--- src/rtl/adder_share_sched.sv ---
// rtl/adder_share_sched.sv - round-robin shared signed adder with two-stage valid/ready pipeline
`timescale 1ns/1ps
module adder_share_sched #(
  parameter int N_REQ     = 4,
  parameter int INP_WIDTH = 8,
  parameter int OUT_WIDTH = 9,
  parameter int ID_WIDTH  = 2
) (
  input  logic                        clk,
  input  logic                        rst_n,
  input  logic [N_REQ-1:0]            req,
  input  logic [N_REQ*INP_WIDTH-1:0]  a_bus,
  input  logic [N_REQ*INP_WIDTH-1:0]  b_bus,
  output logic [N_REQ-1:0]            gnt,
  output logic                        out_valid,
  output logic signed [OUT_WIDTH-1:0] out_sum,
  output logic [ID_WIDTH-1:0]         out_id,
  input  logic                        out_ready,
  output logic                        busy
);

  localparam int IW = (N_REQ > 1) ? $clog2(N_REQ) : 1;

  logic [IW-1:0]                r_ptr;
  logic                         r_v1;
  logic [ID_WIDTH-1:0]          r_id1;
  logic signed [INP_WIDTH-1:0]  r_a1;
  logic signed [INP_WIDTH-1:0]  r_b1;
  logic                         r_out_valid;
  logic [ID_WIDTH-1:0]          r_out_id;
  logic signed [OUT_WIDTH-1:0]  r_out_sum;

  logic                         w_en;
  logic                         w_found;
  logic                         w_grant;
  logic [IW-1:0]                w_win;
  logic [IW-1:0]                w_ptr_next;
  logic [INP_WIDTH-1:0]         w_a_sel;
  logic [INP_WIDTH-1:0]         w_b_sel;

  // A stalled output freezes every stage, including the arbiter.
  assign w_en    = !r_out_valid || out_ready;
  assign w_grant = w_found && w_en && rst_n;

  // Search from r_ptr upward, wrapping at N_REQ; IW+1 bits hold the unwrapped index.
  always_comb begin : arb_search
    logic [IW:0] v_pos;
    w_found = 1'b0;
    w_win   = '0;
    v_pos   = '0;
    for (int off = 0; off < N_REQ; off++) begin
      v_pos = {1'b0, r_ptr} + (IW+1)'(off);
      if (v_pos >= (IW+1)'(N_REQ)) begin
        v_pos = v_pos - (IW+1)'(N_REQ);
      end
      if (!w_found && req[v_pos[IW-1:0]]) begin
        w_found = 1'b1;
        w_win   = v_pos[IW-1:0];
      end
    end
  end

  always_comb begin : grant_mux
    gnt     = '0;
    w_a_sel = '0;
    w_b_sel = '0;
    for (int k = 0; k < N_REQ; k++) begin
      if (w_win == IW'(k)) begin
        gnt[k]  = w_grant;
        w_a_sel = a_bus[k*INP_WIDTH +: INP_WIDTH];
        w_b_sel = b_bus[k*INP_WIDTH +: INP_WIDTH];
      end
    end
  end

  assign w_ptr_next = (w_win == IW'(N_REQ-1)) ? '0 : w_win + 1'b1;

  always_ff @(posedge clk or negedge rst_n) begin
    if (!rst_n) begin
      r_ptr <= '0;
    end else if (w_grant) begin
      r_ptr <= w_ptr_next;
    end
  end

  // Stage 1: capture the winner's operands; contents are don't-care when r_v1 is low.
  always_ff @(posedge clk or negedge rst_n) begin
    if (!rst_n) begin
      r_v1  <= 1'b0;
      r_id1 <= '0;
      r_a1  <= '0;
      r_b1  <= '0;
    end else if (w_en) begin
      r_v1 <= w_grant;
      if (w_grant) begin
        r_id1 <= ID_WIDTH'(w_win);
        r_a1  <= w_a_sel;
        r_b1  <= w_b_sel;
      end
    end
  end

  // Stage 2: one-bit sign extension makes the sum exact.
  always_ff @(posedge clk or negedge rst_n) begin
    if (!rst_n) begin
      r_out_valid <= 1'b0;
      r_out_id    <= '0;
      r_out_sum   <= '0;
    end else if (w_en) begin
      r_out_valid <= r_v1;
      r_out_id    <= r_id1;
      r_out_sum   <= OUT_WIDTH'(r_a1) + OUT_WIDTH'(r_b1);
    end
  end

  assign out_valid = r_out_valid;
  assign out_id    = r_out_id;
  assign out_sum   = r_out_sum;
  assign busy      = r_v1 || r_out_valid;

endmodule

--- config.mk ---
export PLATFORM = sky130hd
export DESIGN_NAME = adder_share_sched
export DESIGN_NICKNAME = d
export VERILOG_FILES = /design/src/rtl/adder_share_sched.sv
export SDC_FILE = /design/constraint.sdc
export NUM_CORES = 1
export LEC_CHECK = 0
export CORE_ASPECT_RATIO = 0.7
export CORE_UTILIZATION = 29
export DETAILED_ROUTE_END_ITERATION = 12
export PLACE_DENSITY = 0.59
export SLEW_MARGIN = 20
export SYNTH_ARGS = -nofsm -noshare
export SYNTH_HDL_FRONTEND = slang
export SYNTH_SLANG_ARGS = --single-unit
--- constraint.sdc ---
create_clock -name clk -period 2 [get_ports clk]
set_input_delay 0.3 -clock clk [delete_from_list [all_inputs] [get_ports clk]]
set_output_delay 0.3 -clock clk [all_outputs]
set_load 0.02 [all_outputs]
==> impl_results.md <==
* Final ANT Viol Nets at 0
* Final Max Tran Viols at 0
* Area grow syn2layout at 56.6%
* Largest area contributor in the netlist: dfrtp_1
* Final Hold Vio Count at 0
* Final wirelength at 6320 um
* CTS Sinks at 33
* Max-cap violation count at 0
* Post-Syn Instances at 277
* Worst slew pin tran at 429 ps
* Clock Path Buffers at 2
* R2r setup slk at -110 ps
* Vias at 2285
* Cell Pwr Density at 1370 nW/um^2
* Slew headroom at 0.714
* Wire per inst at 13.5 um
* Top-count cell post-synth: a21oi_1
* Max FO, Critical Path at 6
* Top FF cell, synth: dfrtp_1
* Die height at 75.9 um
* Remaining DRCs at 0
* Fmax at 0.466 GHz
* Static Leakage at 1.50 nW
* Die W at 108 um
* Largest net degree at the start of global routing at 39
* Number of rows in the core area at 26
* Port bufs at 87
* Core area at 7420 um^2
* Clock-pin slew on the worst setup and hold paths at 70 ps
* Die area at 8160 um^2
* Final min period at 2140 ps
* Initial antenna violation count at 0
* Fin nets at 454
* Post-synth EDFFs at 0
* RSZ-0062 raised after global routing: true
* Grt ovf at 0
* Final setup fails at 20
* Crit. End Element: primary output
* Syn_area_per_cell at 8.17 um^2
* Synth cell count leaders: a21oi_1 (50), dfrtp_1 (33), o21ai_0 (31), nand2_1 (24)
* Non-filler cells, final at 469
* Routability cong. at 0.777
* Failing checks: setup timing
* Vias in the first global route at 2217
* Global-route wire length before repair at 10500 um
* Mapped Area at 2260 um^2
* Async set-reset flop share out of synthesis at 1.00
* Initial core utilization at 0.305
* CTS tree: built
* Min-delay worst type: input port to async pin
* Drt first pass iters at 4
* CP Data Arrival Time at 1840 ps
* Top cells by area, synth: dfrtp_1 (37%), a21oi_1 (11%), o21ai_0 (6.9%), ha_1 (6.6%), a22oi_1 (5.3%)
* CP max stage cell: dfrtp_1
* Total track usage at 0.167
* Power, Total at 4.85 mW
* Crit path launch type: flip-flop
* Clock root buffer: clkbuf_8
* Mapped Nets at 361
* Num CTS Buffers at 5
* Seq. cell area at 826 um^2
* Slowest cell delay on critical path at 440 ps
* Worst path cell trace: nand3b_1 > o21ai_1 > a221oi_2 > buf_4 > buf_12 > ha_4 > and2_4 > buf_6
* Max H-tree Level at 2
* Filler cells at 734
* Yosys top cell area share at 0.365
* Antenna cells at 0
* FF+latch count, synth at 33
* Latest clock arrival within the worst-skew pair at 280 ps
* Sequential share of the synthesized area at 0.365
* Clk_skew at 8.32 ps
* Share of cells above drive strength 1 at 0.164
* DRT iter0 DRCs at 72
* Tcrit/Tclk final at 1.07
* Hold slack at 450 ps
* Max rail drop VDD at 0.613 mV
* Dpl hpwl at 4860 um
* Footprint of the multi-input gates at 1370 um^2
* Worst Path Class, Setup: flip-flop to primary output
* IO Pins at 88
* Synth unique cells at 33
* Dpl ws at -826 ps
* DP Cell Count at 460
* Outcome: finished with violations
* PnR worst setup slack at -144 ps
* YS warnings at 0
* CP required at 1700 ps
* Vias/cell at 4.87
cell usage in the layout, fill, tap and decap left out, types with 3 or more instances in the layout:
cell             count
and2_4               3
xnor2_1              4
buf_4               14
o21ai_1             15
ha_4                 4
o21ai_0             15
a21oi_1             45
dlygate4sd2_1        4
dfrtp_1             33
clkdlybuf4s50_1     79
ha_1                 8
a22oi_1             15
mux2i_1              3
clkbuf_8             5
buf_6                6
mux2_2               6
inv_1               19
a21oi_2              4
a21o_1               5
a211oi_1             3
nor2_1              21
nand2b_1             4
nand2_1             24
worst paths after layout:
kind                                        start                      to  cells past startpoint
setup / recovery             r_ptr[1]$_DFFE_PN0P_                  gnt[2]                      8
hold / removal                              rst_n     r_b1[1]$_DFFE_PN0P_                      2
setup reg to reg             r_ptr[1]$_DFFE_PN0P_     r_b1[0]$_DFFE_PN0P_                     10
hold reg to reg            out_sum[3]$_DFFE_PN0P_  out_sum[3]$_DFFE_PN0P_                      1
max in group asynchronous                   rst_n     r_b1[3]$_DFFE_PN0P_                      2
min in group clk           out_sum[3]$_DFFE_PN0P_  out_sum[3]$_DFFE_PN0P_                      1
cell families (layout without fill, tap and decap cells):
| kind of cell | Yosys count | in the layout | share of synthesized area |
|---|---|---|---|
| AOI/OAI and AO/OA | 114 | 114 | 0.292 |
| and+or+nand+nor | 63 | 63 | 0.130 |
| buffers and inverters | 41 | 135 | 0.0791 |
| DFF | 33 | 33 | 0.365 |
| adders and majority gates | 13 | 13 | 0.0752 |
| muxes | 9 | 9 | 0.0431 |
| xor gates and xnor gates | 4 | 4 | 0.0155 |
report_power, final:
part	total (mW)	switching, mW	internal [mW]
Combinational	3.17	1.60	1.57
Clock	0.487	0.247	0.240
Sequential	1.19	0.207	0.986
Total	4.85	2.06	2.79
final cells by class:
class                           instances  share of cell area
Clock inverter                          3             0.00494
Inverter                               21              0.0237
Multi-Input combinational cell        203               0.387
Clock buffer                            5              0.0194
Sequential cell                        33               0.233
Timing Repair Buffer                  106               0.297
Tap cell                               98              0.0346
metrics by stage:
stage | cell area (um^2) | util | setup TNS, ps
after floorplan | 2300 | - | 0
after global placement | 3300 | 0.446 | -14430
after detailed placement | 3300 | 0.446 | -15150
after CTS | 3470 | 0.468 | -1600
after global routing | 3540 | 0.478 | -3820
final | 3540 | 0.478 | -1390
per-layer routing:
| layer | GRT usage | wire length [um] | vias to the layer above |
|---|---|---|---|
| met3 | 0.0488 | 371 | 4 |
| met1 | 0.216 | 3040 | 1060 |
| met2 | 0.283 | 2870 | 58 |
| li1 | - | - | 1163 |
| met5 | 0 | 0 | - |
| met4 | 0.0274 | 33 | 0 |
what timing repair did:
action                                  in CTS  in global routing
endpoints found under the setup margin      22                 21
setup buffers                                1                  0
hold buffers                                 0                  0
pin swaps                                    6                 23
endpoints found under the hold margin        0                  0
resized for setup                           45                 31
flip-flops by register name, summed over array words and instances (netlist names):
| signal | cells |
|---|---|
| r_v1 | 1 |
| out_sum | 9 |
| r_ptr | 2 |
| out_valid | 1 |
| out_id | 2 |
| r_a1 | 8 |
| r_id1 | 2 |
| r_b1 | 8 |
worst max-delay path: cells and delay by family (launching register included):
kind,cells,cell delay (ps)
buffers and inverters,3,410
AOI/OAI and AO/OA,2,330
DFF,1,440
adders and majority gates,1,130
and+or+nand+nor,2,240
Power figures use the tool's default switching activity.
